--- src/rtl/tohost_monitor_pkg.sv ---
// rtl/tohost_monitor_pkg.sv - shared encodings and helpers for the tohost completion monitor
//   Purpose: monitor state encodings, default tohost address, tohost hit decode.
//   Ports:   none (package).
package tohost_monitor_pkg;

   typedef enum logic [2:0] {
      MON_RUN     = 3'd0,
      MON_PASS    = 3'd1,
      MON_FAIL    = 3'd2,
      MON_TIMEOUT = 3'd3,
      MON_HANG    = 3'd4
   } mon_state_e;

   localparam logic [31:0] TOHOST_ADDR_DEFAULT = 32'h0000_1000;

   // Only full-word writes count; byte lanes within the word are not checked by address.
   function automatic logic is_tohost_hit(input logic        valid,
                                          input logic [29:0] word_addr,
                                          input logic [3:0]  be,
                                          input logic [29:0] tohost_word);
      return valid && (word_addr == tohost_word) && (be == 4'hF);
   endfunction

endpackage

--- src/rtl/tohost_monitor_sat_counter.sv ---
// rtl/tohost_monitor_sat_counter.sv - saturating up-counter with synchronous clear
//   Purpose: counts up on en, sticks at all-ones, clr has priority over en.
//   Ports:   clk, rst (async, active-low), clr, en, q[W-1:0].
module sat_counter #(
   parameter int W = 8
) (
   input  logic         clk,
   input  logic         rst,
   input  logic         clr,
   input  logic         en,
   output logic [W-1:0] q
);

   logic [W-1:0] q_q;
   logic [W-1:0] q_d;

   always_comb begin
      q_d = q_q;
      if (clr) begin
         q_d = '0;
      end else if (en && (q_q != '1)) begin
         q_d = q_q + W'(1);
      end
   end

   always_ff @(posedge clk or negedge rst) begin
      if (!rst) begin
         q_q <= '0;
      end else begin
         q_q <= q_d;
      end
   end

   assign q = q_q;

endmodule

--- src/rtl/tohost_monitor.sv ---
// rtl/tohost_monitor.sv - riscv-tests tohost completion monitor
//   Purpose: snoops core stores and retires; reports PASS/FAIL from tohost,
//            TIMEOUT and HANG otherwise; exposes cycle/instret counters.
//   Ports:   clk, rst (async, active-low); st_valid/st_addr/st_data/st_be store snoop;
//            rt_valid/rt_pc retire snoop; done/pass/fail/timeout/hang/test_num result;
//            cycles/instret counters.
module tohost_monitor
   import tohost_monitor_pkg::*;
#(
   parameter logic [31:0] TOHOST_ADDR    = TOHOST_ADDR_DEFAULT,
   parameter int          TIMEOUT_CYCLES = 5000,
   parameter int          STALL_LIMIT    = 64,
   parameter int          CNT_W          = 32
) (
   input  logic             clk,
   input  logic             rst,
   input  logic             st_valid,
   input  logic [31:0]      st_addr,
   input  logic [31:0]      st_data,
   input  logic [3:0]       st_be,
   input  logic             rt_valid,
   input  logic [31:0]      rt_pc,
   output logic             done,
   output logic             pass,
   output logic             fail,
   output logic             timeout,
   output logic             hang,
   output logic [30:0]      test_num,
   output logic [CNT_W-1:0] cycles,
   output logic [CNT_W-1:0] instret
);

   localparam int LW = $clog2(STALL_LIMIT + 1);

   mon_state_e state_q, state_d;
   logic [31:0] prev_pc_q, prev_pc_d;
   logic        prev_valid_q, prev_valid_d;
   logic        done_q, done_d, pass_q, pass_d, fail_q, fail_d;
   logic        timeout_q, timeout_d, hang_q, hang_d;
   logic [30:0] test_num_q, test_num_d;

   logic [CNT_W-1:0] cycles_cnt, instret_cnt;
   logic [LW-1:0]    loop_cnt, idle_cnt;

   logic run, hit, same_pc, loop_hang, idle_hang, timeout_hit;
   logic unused_addr_bits;

   assign unused_addr_bits = ^st_addr[1:0];

   assign run     = (state_q == MON_RUN);
   assign hit     = is_tohost_hit(st_valid, st_addr[31:2], st_be, TOHOST_ADDR[31:2]);
   // The first retire after reset only seeds prev_pc and never counts as a loop.
   assign same_pc = rt_valid && prev_valid_q && (rt_pc == prev_pc_q);

   // Fire on the event that brings a counter up to the limit, so HANG lands next cycle.
   assign loop_hang   = same_pc && (loop_cnt == LW'(STALL_LIMIT - 1));
   assign idle_hang   = !rt_valid && (idle_cnt == LW'(STALL_LIMIT - 1));
   assign timeout_hit = (cycles_cnt == CNT_W'(TIMEOUT_CYCLES - 1));

   sat_counter #(.W(CNT_W)) u_cycles (
      .clk(clk), .rst(rst), .clr(1'b0), .en(run), .q(cycles_cnt));

   sat_counter #(.W(CNT_W)) u_instret (
      .clk(clk), .rst(rst), .clr(1'b0), .en(run && rt_valid), .q(instret_cnt));

   sat_counter #(.W(LW)) u_loop_cnt (
      .clk(clk), .rst(rst), .clr(rt_valid && !same_pc), .en(run && same_pc), .q(loop_cnt));

   sat_counter #(.W(LW)) u_idle_cnt (
      .clk(clk), .rst(rst), .clr(rt_valid), .en(run && !rt_valid), .q(idle_cnt));

   always_comb begin
      state_d      = state_q;
      test_num_d   = test_num_q;
      prev_pc_d    = prev_pc_q;
      prev_valid_d = prev_valid_q;
      if (run) begin
         if (rt_valid) begin
            prev_pc_d    = rt_pc;
            prev_valid_d = 1'b1;
         end
         // Priority: tohost result > hang > timeout. Even tohost values fall through.
         if (hit && (st_data == 32'h1)) begin
            state_d = MON_PASS;
         end else if (hit && st_data[0]) begin
            state_d    = MON_FAIL;
            test_num_d = st_data[31:1];
         end else if (loop_hang || idle_hang) begin
            state_d = MON_HANG;
         end else if (timeout_hit) begin
            state_d = MON_TIMEOUT;
         end
      end
      done_d    = (state_d != MON_RUN);
      pass_d    = (state_d == MON_PASS);
      fail_d    = (state_d == MON_FAIL);
      timeout_d = (state_d == MON_TIMEOUT);
      hang_d    = (state_d == MON_HANG);
   end

   always_ff @(posedge clk or negedge rst) begin
      if (!rst) begin
         state_q      <= MON_RUN;
         test_num_q   <= '0;
         prev_pc_q    <= '0;
         prev_valid_q <= 1'b0;
         done_q       <= 1'b0;
         pass_q       <= 1'b0;
         fail_q       <= 1'b0;
         timeout_q    <= 1'b0;
         hang_q       <= 1'b0;
      end else begin
         state_q      <= state_d;
         test_num_q   <= test_num_d;
         prev_pc_q    <= prev_pc_d;
         prev_valid_q <= prev_valid_d;
         done_q       <= done_d;
         pass_q       <= pass_d;
         fail_q       <= fail_d;
         timeout_q    <= timeout_d;
         hang_q       <= hang_d;
      end
   end

   assign done     = done_q;
   assign pass     = pass_q;
   assign fail     = fail_q;
   assign timeout  = timeout_q;
   assign hang     = hang_q;
   assign test_num = test_num_q;
   assign cycles   = cycles_cnt;
   assign instret  = instret_cnt;

endmodule

--- config.mk ---
export PLATFORM = sky130hd
export DESIGN_NAME = tohost_monitor
export DESIGN_NICKNAME = d
export VERILOG_FILES = /design/src/rtl/tohost_monitor_pkg.sv /design/src/rtl/tohost_monitor_sat_counter.sv /design/src/rtl/tohost_monitor.sv
export SDC_FILE = /design/constraint.sdc
export NUM_CORES = 1
export LEC_CHECK = 0
export ABC_AREA = 1
export CORE_MARGIN = 8
export CORE_UTILIZATION = 52
export DETAILED_ROUTE_END_ITERATION = 10
export GPL_TIMING_DRIVEN = 0
export PLACE_DENSITY = 0.83
export SYNTH_ARGS = -nofsm -noshare
export SYNTH_HDL_FRONTEND = slang
export SYNTH_HIERARCHICAL = 1
export SYNTH_SLANG_ARGS = --single-unit
--- constraint.sdc ---
create_clock -name clk -period 2.3 [get_ports clk]
set_clock_uncertainty 0.05 [all_clocks]
set_input_delay 0.575 -clock clk [delete_from_list [all_inputs] [get_ports clk]]
set_output_delay 0.575 -clock clk [all_outputs]
set_load 0.005 [all_outputs]
==> qor.yml <==
crit_start: "rt_pc[31]"
synth_top_area_share_pct: 40.3
yosysTopAreaCell: "dfrtp_1"
cts_root_buffer: "clkbuf_16"
tritoncts: "yes"
syn_area_mm2: 0.00932
worst_setup_path_end_kind: "register"
cts_max_level: 4
clk_pin_slew_worst_paths_ns: 0.06
worst_pin_slew_ns: 0.662
maxCapViolations: 0
grt_pass1_wl_um: 45200
critPathRequiredTime_ns: 2.61
p_seq_share_pct: 44.4
startpoint_type: "primary input"
synth_area_leaders: "dfrtp_1 (40%), nand2_1 (19%), nor2_1 (7.0%), inv_1 (6.4%), nand3_1 (5.9%)"
syn_inst: 1337
die_w_um: 150
powerDensity_mw_per_mm2: 492
grt_max_degree: 84
p_sw_share_pct: 24.9
vias: 9648
drt_wl_total_um: 28200
tns_ns: 0
yosys_most_used_dff: "dfrtp_1"
rsz0062_at_grt: "no"
yosysUniqueCellTypes: 35
clk_latency_ns: 0.43
grt-ovfl-total: 0
antenna_found_initial: 0
hold_violations: 0
dieArea_mm2: 0.0225
max_freq_mhz: 460
reg2reg_from: "state_q[1]$_DFF_PN0_"
fin_crit_sh_pct: 94.5
nets: 1675
grt_pass1_vias: 9116
ys_warn_count: 6
final_core_util_pct: 69.3
reg2reg_depth: 9
cts_buffers: 17
antenna_left: 0
syn2layout_area_growth_pct: 32.3
io_pins: 204
endpoint: "u_loop_cnt/q[0]$_DFFE_PN0P_"
drt_pre_antenna_iters: 7
worstSetupPathType: "primary input to register"
ctsLongestPathBuffers: 2
routed_via_density: 5.33
synth-seq-area-share_pct: 40.3
slew_violations: 0
rows: 49
p_int_w: 0.00455
clkPwrFrac_pct: 46.8
port_buffers: 201
post_drt_wl_per_cell_um: 15.6
power_frac_comb_pct: 8.8
synth_edf_count: 0
relSlewSlack_pct: 55.9
hold_class: "primary input to async pin"
drc: 0
final-setup-viol-count: 0
synth.avg_cell_area_um2: 6.97
hpwl_um: 21300
power_w: 0.00606
cp.arrival_ns: 2.48
diodes: 0
status: "finished clean"
cts.sinks: 150
synthArstFlopShare_pct: 100
cts_hold_repair.buffers: 0
ir_drop_v: 0.000550
core_mm2: 0.0178
initial_core_util_pct: 52.4
crit_fanout: 6
drt_iter0_markers: 791
drive_above_1_share_pct: 8.23
timing.rr.end: "u_instret/q[28]$_DFFE_PN0P_"
min_period_ns: 2.17
gp_congestion: 0.941
rrSetupSlack_ns: 0.18
p_leak_nw: 5.76
synth-seq-cells: 150
power.net_switching_w: 0.00151
grt_usage_pct: 25.1
fp.dieH_um: 150
through the flow:
stage          area (um2)  instances  hold slack, ns  setup WS, ns
2_1_floorplan        9350       1346           0.229         0.278
3_3_place_gp        11600       1776           0.418         -5.67
3_5_place_dp        11700       1777           0.425         -1.02
4_1_cts             12300       1810           0.109        0.0479
5_1_grt             12300       1809           0.137       0.00375
6_report            12300       1809          0.0861         0.127
Yosys cell counts, types with 10 or more instances:
library cell,number
xnor2_1,12
inv_1,160
a21oi_1,13
xor2_1,10
o21ai_1,30
nand4_1,41
buf_6,12
nand3_1,110
dfrtp_1,150
nand2_1,466
mux2_4,14
nor2_1,173
nand2_2,10
o21ai_0,44
nor2_2,10
cell families after synthesis:
logic type	count (synthesis)	share of synthesized area [%]
AOI/OAI and AO/OA	93	5.35
DFF	150	40.3
xor gates and xnor gates	22	2.07
and+or+nand+nor	860	40.6
buffers and inverters	193	8.82
adders and majority gates	4	0.537
other	1	0.0403
muxes	14	2.26
final cells by class:
| cell class | count | area (um2) |
|---|---|---|
| plain buffers | 28 | 210 |
| clock buffers | 18 | 429 |
| clock inverters | 14 | 161 |
| fillers | 1411 | 5450 |
| inverters | 164 | 619 |
| multi-input cells | 1003 | 4820 |
| flip-flops and latches | 150 | 3750 |
| well taps | 229 | 287 |
| repair buffers | 203 | 2050 |
worst min path at each step:
stage	start	end	cells after the start
finish	rst	prev_pc_q[13]$_DFFE_PN0P_	1
global route	rst	prev_pc_q[13]$_DFFE_PN0P_	1
CTS	rst	prev_pc_q[13]$_DFFE_PN0P_	1
detailed placement	test_num[1]$_DFFE_PN0P_	test_num[1]$_DFFE_PN0P_	2
global placement	test_num[29]$_DFFE_PN0P_	test_num[29]$_DFFE_PN0P_	2
floorplan	rst	done$_DFF_PN0_	0
metal layers:
metal / up-vias / wire length, um / share of wire [%] / global-route usage [%]
met1: 4460 / 11400 / 40 / 31.0
li1: 4677 / - / - / -
met5: - / 0 / 0 / 0
met3: 70 / 2390 / 8.5 / 5.11
met2: 441 / 13800 / 49 / 42.5
met4: 0 / 673 / 2.4 / 9.25
flip-flops by register name, indices dropped and copies added, names as in the netlist:
name / count
done: 1
fail: 1
hang: 1
pass: 1
prev_pc_q: 32
prev_valid_q: 1
state_q: 3
test_num: 31
timeout: 1
u_cycles/q: 32
u_idle_cnt/q: 7
u_instret/q: 32
u_loop_cnt/q: 7
cells in the final DEF, fill, tap and decap left out, drive strengths merged:
cell           count
nor4               8
a22oi              2
dlygate4sd2        1
ha                 4
nand3b             4
clkinvlp           4
nor3b              2
conb              10
clkbuf            28
dfrtp            150
nor3               8
inv              172
clkdlybuf4s50    199
xor2              10
mux2              14
buf               21
or2                7
a21oi             13
nor2             190
o21ai             76
xnor2             12
nand4             42
nand2            484
nand3            115
o21a               2
bufinv             2
power groups by stage:
stage / sequential [W] / clock [W] / combinational, W
3_5_place_dp: 0.00274 / 0 / 0.000519
4_1_cts: 0.00269 / 0.00288 / 0.000522
6_report: 0.00269 / 0.00283 / 0.000534
5_1_grt: 0.00269 / 0.00300 / 0.000594
2_1_floorplan: 0.00274 / 0 / 0.000210
3_3_place_gp: 0.00274 / 0 / 0.000504
repair_timing:
action | CTS | global route
resized for setup | 9 | 11
endpoints found under the setup margin | 34 | 36
pin swaps | 1 | 5
buffers inserted | 1 | 0
worst max-delay path, cell delays in order:
cell	delay, ns
clkdlybuf4s50_1	0.52
inv_1	0.07
nand2_1	0.12
nand4_1	0.16
nor3_1	0.20
nand4_1	0.21
nor3_2	0.20
inv_2	0.09
nor2_4	0.16
nand3_1	0.10
nand2_1	0.07
Note: power is estimated with default switching activity, not from simulation.
